## src/rtl/seq_detect_ctrl_if.sv

```systemverilog
// ----------------------------------------------------------------------------
// seq_detect_ctrl_if
// Serial bit-stream handshake between a bit source (master) and the
// pattern-detection controller (slave).
//
// Handshake: a bit transfers on a rising clk edge where bit_valid and
// bit_ready are both high. bit_valid must not depend on bit_ready, and
// bit_in is only meaningful while bit_valid is high.
//
// Signals:
//   bit_valid  master -> slave  bit_in carries a valid bit
//   bit_in     master -> slave  serial data bit
//   bit_ready  slave  -> master slave can accept a bit this cycle
// ----------------------------------------------------------------------------
interface seq_detect_ctrl_if;
    logic bit_valid;
    logic bit_in;
    logic bit_ready;

    modport master (
        output bit_valid,
        output bit_in,
        input  bit_ready
    );

    modport slave (
        input  bit_valid,
        input  bit_in,
        output bit_ready
    );
endinterface

```

## src/rtl/seq_detect_ctrl.sv

```systemverilog
// ----------------------------------------------------------------------------
// seq_detect_ctrl
// Run-time programmable serial pattern detector. Matches a 1..MAXLEN bit
// pattern (first received bit is pattern[len-1]) in overlapping or
// non-overlapping mode, counts matches (saturating) and stops accepting bits
// once a programmed match threshold is reached (threshold 0 = never stop).
//
// Ports:
//   clk, rst           clock, asynchronous active-high reset
//   i_cfg_pattern      pattern bits
//   i_cfg_len          pattern length, legal 1..MAXLEN
//   i_cfg_overlap      1 = overlapping matches, 0 = history cleared per match
//   i_cfg_threshold    match count that ends the scan, 0 = unlimited
//   i_start            pulse: latch config, clear count, begin scanning
//   i_abort            return to IDLE, wins over i_start
//   bit_if             serial bit handshake (slave side)
//   o_match            one-cycle pulse per detected match
//   o_match_count      matches since last accepted start, saturating
//   o_busy             high while scanning
//   o_done             high once the threshold has been reached
//   o_state            current FSM state, for observation
// ----------------------------------------------------------------------------
module seq_detect_ctrl #(
    parameter int MAXLEN = 8,
    parameter int LEN_W  = 4,
    parameter int CNT_W  = 8
) (
    input  logic              clk,
    input  logic              rst,
    input  logic [MAXLEN-1:0] i_cfg_pattern,
    input  logic [LEN_W-1:0]  i_cfg_len,
    input  logic              i_cfg_overlap,
    input  logic [CNT_W-1:0]  i_cfg_threshold,
    input  logic              i_start,
    input  logic              i_abort,
    seq_detect_ctrl_if.slave  bit_if,
    output logic              o_match,
    output logic [CNT_W-1:0]  o_match_count,
    output logic              o_busy,
    output logic              o_done,
    output logic [1:0]        o_state
);

    typedef enum logic [1:0] {
        S_IDLE = 2'd0,
        S_SCAN = 2'd1,
        S_DONE = 2'd2
    } state_t;

    state_t r_state;
    state_t w_state_n;

    // Shadow configuration, captured on an accepted start
    logic [MAXLEN-1:0] r_pat;
    logic [LEN_W-1:0]  r_len;
    logic              r_ovl;
    logic [CNT_W-1:0]  r_thr;

    logic [MAXLEN-1:0] r_hist;
    logic [LEN_W-1:0]  r_fill;

    logic [MAXLEN-1:0] w_hist_n;
    logic [LEN_W-1:0]  w_fill_n;
    logic [CNT_W-1:0]  w_cnt_n;
    logic              w_start_ok;
    logic              w_restart;
    logic              w_accept;
    logic              w_cmp_ok;
    logic              w_hit;
    logic              w_hit_acc;
    logic              w_match_n;
    logic              w_busy_n;
    logic              w_done_n;

    assign bit_if.bit_ready = (r_state == S_SCAN);
    assign o_state          = r_state;

    assign w_start_ok = i_start && (i_cfg_len != '0) && (i_cfg_len <= LEN_W'(MAXLEN));
    // start is only honoured outside SCAN, and abort overrides it
    assign w_restart  = w_start_ok && !i_abort && (r_state != S_SCAN);
    assign w_accept   = bit_if.bit_valid && bit_if.bit_ready;

    assign w_hist_n = {r_hist[MAXLEN-2:0], bit_if.bit_in};
    assign w_fill_n = (r_fill >= r_len) ? r_len : r_fill + 1'b1;
    assign w_cnt_n  = (&o_match_count) ? o_match_count : o_match_count + 1'b1;

    // Compare only the low r_len bits of the updated history
    always_comb begin
        w_cmp_ok = 1'b1;
        for (int i = 0; i < MAXLEN; i++) begin
            if ((LEN_W'(i) < r_len) && (w_hist_n[i] != r_pat[i])) begin
                w_cmp_ok = 1'b0;
            end
        end
    end

    assign w_hit     = w_cmp_ok && (w_fill_n == r_len);
    // A bit handed over in an abort cycle is discarded
    assign w_hit_acc = w_accept && w_hit && !i_abort;

    // State register
    always_ff @(posedge clk or posedge rst) begin
        if (rst) begin
            r_state <= S_IDLE;
        end else begin
            r_state <= w_state_n;
        end
    end

    // Next-state logic
    always_comb begin
        w_state_n = r_state;
        if (i_abort) begin
            w_state_n = S_IDLE;
        end else begin
            case (r_state)
                S_IDLE: if (w_start_ok) w_state_n = S_SCAN;
                S_SCAN: if (w_hit_acc && (r_thr != '0) && (w_cnt_n == r_thr)) w_state_n = S_DONE;
                S_DONE: if (w_start_ok) w_state_n = S_SCAN;
                default: w_state_n = S_IDLE;
            endcase
        end
    end

    // Output logic (next values of the registered outputs)
    always_comb begin
        w_match_n = w_hit_acc;
        w_busy_n  = (w_state_n == S_SCAN);
        w_done_n  = (w_state_n == S_DONE);
    end

    // Registered outputs and datapath
    always_ff @(posedge clk or posedge rst) begin
        if (rst) begin
            o_match       <= 1'b0;
            o_match_count <= '0;
            o_busy        <= 1'b0;
            o_done        <= 1'b0;
            r_pat         <= '0;
            r_len         <= '0;
            r_ovl         <= 1'b0;
            r_thr         <= '0;
            r_hist        <= '0;
            r_fill        <= '0;
        end else begin
            o_match <= w_match_n;
            o_busy  <= w_busy_n;
            o_done  <= w_done_n;
            if (w_restart) begin
                r_pat         <= i_cfg_pattern;
                r_len         <= i_cfg_len;
                r_ovl         <= i_cfg_overlap;
                r_thr         <= i_cfg_threshold;
                r_hist        <= '0;
                r_fill        <= '0;
                o_match_count <= '0;
            end else if (w_accept && !i_abort) begin
                if (w_hit) begin
                    o_match_count <= w_cnt_n;
                    r_hist        <= r_ovl ? w_hist_n : '0;
                    r_fill        <= r_ovl ? w_fill_n : '0;
                end else begin
                    r_hist <= w_hist_n;
                    r_fill <= w_fill_n;
                end
            end
        end
    end

endmodule

```

## src/flat_wrapper.sv

```systemverilog
// flat-port wrapper written by rule: the top's interface ports become plain ports
module seq_detect_ctrl_flat 
#(
    parameter int MAXLEN = 8,
    parameter int LEN_W  = 4,
    parameter int CNT_W  = 8
)
  (clk, rst, i_cfg_pattern, i_cfg_len, i_cfg_overlap, i_cfg_threshold, i_start, i_abort, o_match, o_match_count, o_busy, o_done, o_state, bit_if_bit_valid, bit_if_bit_in, bit_if_bit_ready);
  seq_detect_ctrl_if bit_if_i ();
  input  logic clk;
  input  logic rst;
  input  logic [MAXLEN-1:0] i_cfg_pattern;
  input  logic [LEN_W-1:0] i_cfg_len;
  input  logic i_cfg_overlap;
  input  logic [CNT_W-1:0] i_cfg_threshold;
  input  logic i_start;
  input  logic i_abort;
  output logic o_match;
  output logic [CNT_W-1:0] o_match_count;
  output logic o_busy;
  output logic o_done;
  output logic [1:0] o_state;
  input wire logic [$bits(bit_if_i.bit_valid)-1:0] bit_if_bit_valid;
  input wire logic [$bits(bit_if_i.bit_in)-1:0] bit_if_bit_in;
  output wire logic [$bits(bit_if_i.bit_ready)-1:0] bit_if_bit_ready;
  assign bit_if_i.bit_valid = bit_if_bit_valid;
  assign bit_if_i.bit_in = bit_if_bit_in;
  assign bit_if_bit_ready = bit_if_i.bit_ready;
  seq_detect_ctrl #(.MAXLEN(MAXLEN), .LEN_W(LEN_W), .CNT_W(CNT_W)) u_core (.clk(clk), .rst(rst), .i_cfg_pattern(i_cfg_pattern), .i_cfg_len(i_cfg_len), .i_cfg_overlap(i_cfg_overlap), .i_cfg_threshold(i_cfg_threshold), .i_start(i_start), .i_abort(i_abort), .bit_if(bit_if_i), .o_match(o_match), .o_match_count(o_match_count), .o_busy(o_busy), .o_done(o_done), .o_state(o_state));
endmodule
```

## config.mk

```make
export PLATFORM = sky130hd
export DESIGN_NAME = seq_detect_ctrl_flat
export DESIGN_NICKNAME = d
export VERILOG_FILES = /design/src/rtl/seq_detect_ctrl_if.sv /design/src/rtl/seq_detect_ctrl.sv /design/src/flat_wrapper.sv
export SDC_FILE = /design/constraint.sdc
export NUM_CORES = 1
export LEC_CHECK = 0
export CAP_MARGIN = 10
export CORE_MARGIN = 3
export CORE_UTILIZATION = 53
export DETAILED_ROUTE_END_ITERATION = 10
export PLACE_DENSITY_LB_ADDON = 0.15
export SLEW_MARGIN = 20
export SYNTH_ARGS = -nofsm -noshare
export SYNTH_HDL_FRONTEND = slang
export SYNTH_SLANG_ARGS = --single-unit
```

## constraint.sdc

```tcl
create_clock -name clk -period 2.5 [get_ports clk]
set_input_delay 0.375 -clock clk [delete_from_list [all_inputs] [get_ports clk]]
set_output_delay 0.375 -clock clk [all_outputs]
set_load 0.005 [all_outputs]
```

# Word level (Yosys, flattened, before mapping)

Cells that the tools add are included.

Add/sub/neg operators: 2
Magnitude comparators: 10
Eq/ne operators: 15
Reductions and logical operators: 28
Muxes and demuxes: 25

Operators by type and width:

| kind                  | number |
|---|---|
| $mux W8               | 4 |
| $mux W7               | 4 |
| $mux W4               | 5 |
| $logic_and A1 B1 Y1   | 19 |
| $lt A3 B4 Y1 const A  | 4 |
| $add A8 B1 Y8 const B | 1 |
| $eq A8 B8 Y1          | 1 |
| $lt A1 B4 Y1 const A  | 2 |
| $lt A2 B4 Y1 const A  | 2 |
| $mux W1               | 8 |
| $ne A1 B1 Y1          | 8 |
| $reduce_and A8 Y1     | 1 |
| $reduce_bool A8 Y1    | 1 |
| $mux W2               | 3 |
| $add A4 B1 Y4 const B | 1 |
| $eq A2 B1 Y1 const B  | 2 |
| $eq A2 B2 Y1 const B  | 2 |
| $eq A4 B4 Y1          | 1 |
| $ge A4 B4 Y1          | 1 |
| $le A4 B4 Y1 const B  | 1 |
| $pmux W2 S2           | 1 |
| $reduce_bool A2 Y1    | 2 |
| $reduce_bool A4 Y1    | 1 |
| $logic_not A2 Y1      | 1 |
| other kinds (4)       | 4 |

Flip-flop bits (word level): 45
Output and inout bits: 14

# Longest topological paths before layout

Depth after elaboration: 19
Gate-level depth with buffers: 10
Mapped depth without buffers: 9

# Least setup slack after synthesis

No wires, ideal clock.

Kind: reg2reg
From: reg u_core.r_fill[0]
To: reg u_core.o_match_count[3]
Clock period less this slack: 2286 ps
Setup slack: 214 ps
Required time: 2400 ps
Stages on the path, launching flop included: 11
Arrival: 2187 ps
Path through: dfrtp_1 -> inv_1 -> ha_1 -> nand2b_1 -> a21oi_1 -> o21ai_1 -> o21ai_2 -> nor4_4 -> buf_6 -> a21oi_1 -> a311oi_1

Word-level cells in the longest chain between the ends: 6

RTL lines:

| element                                       | line                   | text |
|---|---|---|
| from (decl)                                   | seq_detect_ctrl.sv:60  | `logic [LEN_W-1:0] r_fill;` |
| from (signal assigned)                        | seq_detect_ctrl.sv:161 | `r_fill <= r_ovl ? w_fill_n : '0;` |
| from (signal assigned)                        | seq_detect_ctrl.sv:164 | `r_fill <= w_fill_n;` |
| $add A4 B1 Y4 or $ge A4 B4 Y1 (tied branches) | seq_detect_ctrl.sv:84  | `assign w_fill_n = (r_fill >= r_len) ? r_len : r_fill + 1'b1;` |
| $mux W4 *                                     | seq_detect_ctrl.sv:84  |  |
| $eq A4 B4 Y1 *                                | seq_detect_ctrl.sv:97  | `assign w_hit = w_cmp_ok && (w_fill_n == r_len);` |
| $logic_and A1 B1 Y1 *                         | seq_detect_ctrl.sv:97  |  |
| $reduce_bool A2 Y1 (no source line) *         | -                      |  |
| $reduce_and A2 Y1 (no source line) *          | -                      |  |
| to (signal assigned)                          | seq_detect_ctrl.sv:159 | `o_match_count <= w_cnt_n;` |
| to (decl)                                     | seq_detect_ctrl.sv:38  | `output logic [CNT_W-1:0] o_match_count,` |

Mark *: on every way between the ends. The rest lies on a longest branch, timed or not.
A chain may end at the register's enable or synchronous reset.

# Worst setup path after layout

From: reg u_core.r_hist[3]
To: reg u_core.r_hist[2]

Word-level cells in the longest chain between the ends: 10

RTL lines:

| element                | line                   | text |
|---|---|---|
| from (decl)            | seq_detect_ctrl.sv:59  | `logic [MAXLEN-1:0] r_hist;` |
| from (signal assigned) | seq_detect_ctrl.sv:160 | `r_hist <= r_ovl ? w_hist_n : '0;` |
| from (signal assigned) | seq_detect_ctrl.sv:163 | `r_hist <= w_hist_n;` |
| $ne A1 B1 Y1           | seq_detect_ctrl.sv:91  | `if ((LEN_W'(i) < r_len) && (w_hist_n[i] != r_pat[i])) begin` |
| $logic_and A1 B1 Y1    | seq_detect_ctrl.sv:91  |  |
| $mux W1 (4 in a row)   | seq_detect_ctrl.sv:91  |  |
| $logic_and A1 B1 Y1    | seq_detect_ctrl.sv:97  |  |
| $mux W7                | seq_detect_ctrl.sv:158 | `if (w_hit) begin` |
| $mux W7                | seq_detect_ctrl.sv:157 | `end else if (w_accept && !i_abort) begin` |
| $mux W7                | seq_detect_ctrl.sv:149 | `if (w_restart) begin` |

No other way between the ends. The select of a mux whose other input is x is not followed.

==> summary.txt <==
Outcome
  – Run status: completed

CTS
  – Hold_buf cts: 0
  – Root cell of the clock tree: clkbuf_8
  – Buffers from clock root to sink, at most: 2
  – Number of buffers created by CTS: 5
  – H-tree depth reported by CTS: 2
  – Post-cts resize count: 0
  – CTS Sinks: 45
  – Number of setup buffers added after CTS: 0
  – TritonCTS clock tree: built
  – Reg clk slew, reported paths: about 0.08 ns
  – Insertion delay to the later sink of the worst-skew pair: 0.29 ns

Synth
  – Synth async-reset ratio: between 90% and 100%
  – Average size of a mapped cell: between 10 and 15 sq um
  – Area of the mapped netlist: about 2500 sq um
  – Number of storage elements in the synthesis netlist: 45
  – Commonest register cell after synthesis: dfrtp_1
  – Number of instances in the synthesized netlist: 242
  – Warnings from Yosys: 0
  – Share of the yosys chip area belonging to registers: around 44%
  – Number of synthesized flops with an enable pin: 0
  – Post-synth net total: roughly 280
  – Number of library cell types mapped by synthesis: ~50

Drt
  – DR WL met3: between 200 and 300 um
  – Routed length on met2: 2420 um
  – Count of routing violations after the opening detailed-route iteration: 97
  – 1st-pass router iterations: 4
  – Met1 Wirelength: around 2800 um
  – Detailed-route vias per instance: 6.08
  – Via total after detailed routing: 2105
  – DRC violations left: 0
  – Routed WL per cell: between 15 and 20 um
  – Highest metal layer with signal wires: met4
  – Total wire length: approximately 5600 um
  – Residual antenna-violating net count after detailed routing: 0

Hold path
  – Min-delay worst type: in2async

Finish
  – Sequential Area: 1130 sq um
  – Number of fillers in the final layout: ~340
  – Total number of nets in the final design: roughly 330
  – Share of final-layout standard cells stronger than drive strength 1: 21.4%
  – Final non-filler cell total: about 350
  – Area growth from synthesis to final layout: 25.5%
  – Ant. Diodes: 0
  – Multi-input logic area: about 1400 sq um

Placement
  – HPWL after DPL: 4270 um
  – Cells after DPL: approximately 340
  – Weighted congestion at the end of routability-driven global placement: around 0.83
  – IO Port Bufs: 40

Setup path
  – Critical path data required time: approximately 2.7 ns
  – Capturing element type of the critical path: flip-flop
  – Start-to-end type of the worst setup path: reg2reg
  – Crit path launch type: flip-flop
  – Maximum fanout encountered on the critical timing path: 10
  – Critical path arrival: 2.47 ns

STA
  – Slew HR: between 40 and 50%
  – Slew at the pin with the worst max-slew slack: between 0.8 and 0.9 ns
  – Setup skew after layout: around 0.0081 ns
  – Final worst-path cycle share: 91.5%
  – Number of max-slew violations in the final report: 0
  – Unrepaired setup endpoints after global routing: false
  – Final count of negative-setup-slack endpoints: 0
  – Setup total negative slack: 0 ns
  – Endpoints failing hold: 0
  – Highest clock rate: 437 MHz
  – Time the worst path needs with I/O delays and setup: around 2.3 ns

Global routing
  – Antenna violations before repair: 0
  – Congestion Overflow GR: 0
  – Tot GR Track Use: 20.8%
  – Maximum number of pins on one net before global-route repair: 26
  – Number of global-route vias before repair: just under 2000
  – Wire length of the first global-routing pass: around 9100 um

Floorplanning
  – Core area: ~4500 sq um
  – Starting density of the core: approximately 57%
  – # IOs: ~40
  – Die Height: approximately 75 um
  – Die area: 5670 sq um
  – X dimension of the die: 75.3 um
  – Row Count: 24

Power
  – Largest voltage drop on the vdd net: about 0.38 mV
  – Clock network fraction of design power: roughly 22%
  – Power share of the combinational group: a little under a third
  – Proportion of total power due to net switching: 33.1%
  – Net switching component of the power: just over 0.0007 W
  – Cell internal power dissipation: between 0.001 and 0.0015 W
  – Relative contribution of sequential cells to total power: 46.4%
  – Pwr dens: around 670 nW/um^2
  – P_leak: around 1.3 nW

Flow run
  – Max Cap Violations: 0
[state kept, by name, indices dropped and copies added (netlist names)]
register,cells
u_core.o_match_count,8
u_core.r_pat,8
u_core.r_len,4
u_core.r_hist,7
u_core.r_fill,4
u_core.o_match,1
u_core.r_ovl,1
u_core.r_thr,8
u_core.o_done,1
u_core.o_busy,1
u_core.o_state,2
[through the flow]
step,util [%],area (sq um),hold slack [ns],power [W],setup WS [ns]
finish,70.9,3190,0.429,0.00214,0.213
global route,70.9,3190,0.487,0.00227,0.0395
CTS,70.6,3180,0.438,0.00215,0.0655
detailed placement,68.5,3080,0.521,0.00168,0.0128
global placement,68.5,3080,0.515,0.00165,0.0813
floorplan,-,2540,0.473,0.00145,0.214
[cells by family after synthesis]
kind of cell	count (synthesis)	share of synthesized area [%]
fa+ha+maj	6	2.95
mux	23	10.0
simple gates	70	15.8
flops	45	44.2
compound gates	60	16.8
xor+xnor	20	6.88
buf+inv	18	3.24
[critical path, cell delays in order, from the launching register on]
cell and delay (ns):
dfrtp_1 0.40, xor2_1 0.18, a2111oi_1 0.39, nor3_1 0.15
or3_2 0.49, nor2_1 0.20, nor2_2 0.13, a22o_2 0.24
[power by group through the flow]
| stage | logic [W] | clock network, W | registers [W] |
|---|---|---|---|
| finish | 0.000675 | 0.000473 | 0.000994 |
| CTS | 0.000674 | 0.000487 | 0.000993 |
| global route | 0.000740 | 0.000515 | 0.00102 |
| floorplan | 0.000495 | 0 | 0.000959 |
| global placement | 0.000646 | 0 | 0.00100 |
| detailed placement | 0.000668 | 0 | 0.00101 |
[final cells by class]
cell class,count,area share (%)
Multi-Input combinational cell,179,42.3
Clock buffer,6,2.59
Inverter,7,0.823
Timing Repair Buffer,55,16.6
Clock inverter,2,0.431
Tap cell,52,2.04
Sequential cell,45,35.3
[layout by cell type, fill, tap and decap left out, types with 3 or more instances in the layout]
| cell type | Yosys | routed |
|---|---|---|
| nand3_1 | 4 | 4 |
| nor2_1 | 8 | 8 |
| nand2_1 | 16 | 16 |
| nand4_1 | 3 | 3 |
| nand2b_1 | 4 | 4 |
| xnor2_1 | 8 | 8 |
| clkbuf_8 | 0 | 6 |
| nor4_1 | 5 | 5 |
| and2_1 | 3 | 3 |
| mux2i_1 | 3 | 3 |
| a21oi_1 | 13 | 13 |
| xor2_1 | 12 | 11 |
| a311oi_1 | 3 | 3 |
| o31ai_1 | 3 | 3 |
| buf_4 | 1 | 13 |
| dfrtp_1 | 45 | 44 |
| ha_1 | 6 | 6 |
| a31oi_1 | 4 | 4 |
| inv_1 | 7 | 6 |
| o21a_1 | 3 | 3 |
| and3_1 | 3 | 3 |
| o21ai_0 | 10 | 10 |
| clkdlybuf4s50_1 | 0 | 40 |
| and4_1 | 3 | 3 |
| a22o_2 | 10 | 10 |
| mux2_2 | 20 | 20 |
| nor3_1 | 12 | 11 |
[Yosys cell counts, types with 2 or more instances]
| master | instances | area (sq um) |
|---|---|---|
| o21ai_0 | 10 | 50.1 |
| dfrtp_1 | 45 | 1130 |
| a311oi_1 | 3 | 26.3 |
| ha_1 | 6 | 75.1 |
| xnor2_1 | 8 | 70.1 |
| and2_1 | 3 | 18.8 |
| nand4_1 | 3 | 18.8 |
| nor2_1 | 8 | 30.0 |
| nor4_1 | 5 | 31.3 |
| nor3_1 | 12 | 60.1 |
| nand2b_1 | 4 | 25.0 |
| inv_1 | 7 | 26.3 |
| buf_2 | 3 | 15.0 |
| a21oi_1 | 13 | 65.1 |
| and3_1 | 3 | 18.8 |
| o21a_1 | 3 | 22.5 |
| o31ai_1 | 3 | 22.5 |
| a211oi_1 | 2 | 15.0 |
| a22o_2 | 10 | 100 |
| a31oi_1 | 4 | 25.0 |
| clkbuf_1 | 6 | 22.5 |
| and4_1 | 3 | 26.3 |
| nand2_1 | 16 | 60.1 |
| mux2i_1 | 3 | 30.0 |
| a41oi_1 | 2 | 17.5 |
| mux2_2 | 20 | 225 |
| xor2_1 | 12 | 105 |
| nand3_1 | 4 | 20.0 |
[routing by layer]
layer	up-vias	track usage, %
li1	1000	-
met1	1036	31.2
met2	63	30.8
met3	6	4.49
met4	0	4.66
met5	-	0
[final timing paths]
path	startpoint	to	slack (ns)	cells past startpoint
worst max-delay path	u_core.r_hist[3]$_DFFE_PP0P_	u_core.r_hist[2]$_DFFE_PP0P_	0.21	7
worst min-delay path	rst	u_core.r_pat[3]$_DFFE_PP0P_	0.43	2
worst max register to register	u_core.r_hist[3]$_DFFE_PP0P_	u_core.r_hist[2]$_DFFE_PP0P_	0.21	7
worst min register to register	u_core.r_pat[6]$_DFFE_PP0P_	u_core.r_pat[6]$_DFFE_PP0P_	0.54	1
max in group asynchronous	rst	u_core.o_match_count[6]$_DFFE_PP0P_	1.54	3
min in group clk	u_core.r_pat[6]$_DFFE_PP0P_	u_core.r_pat[6]$_DFFE_PP0P_	0.54	1
Note: power is estimated with default switching activity, not from simulation.
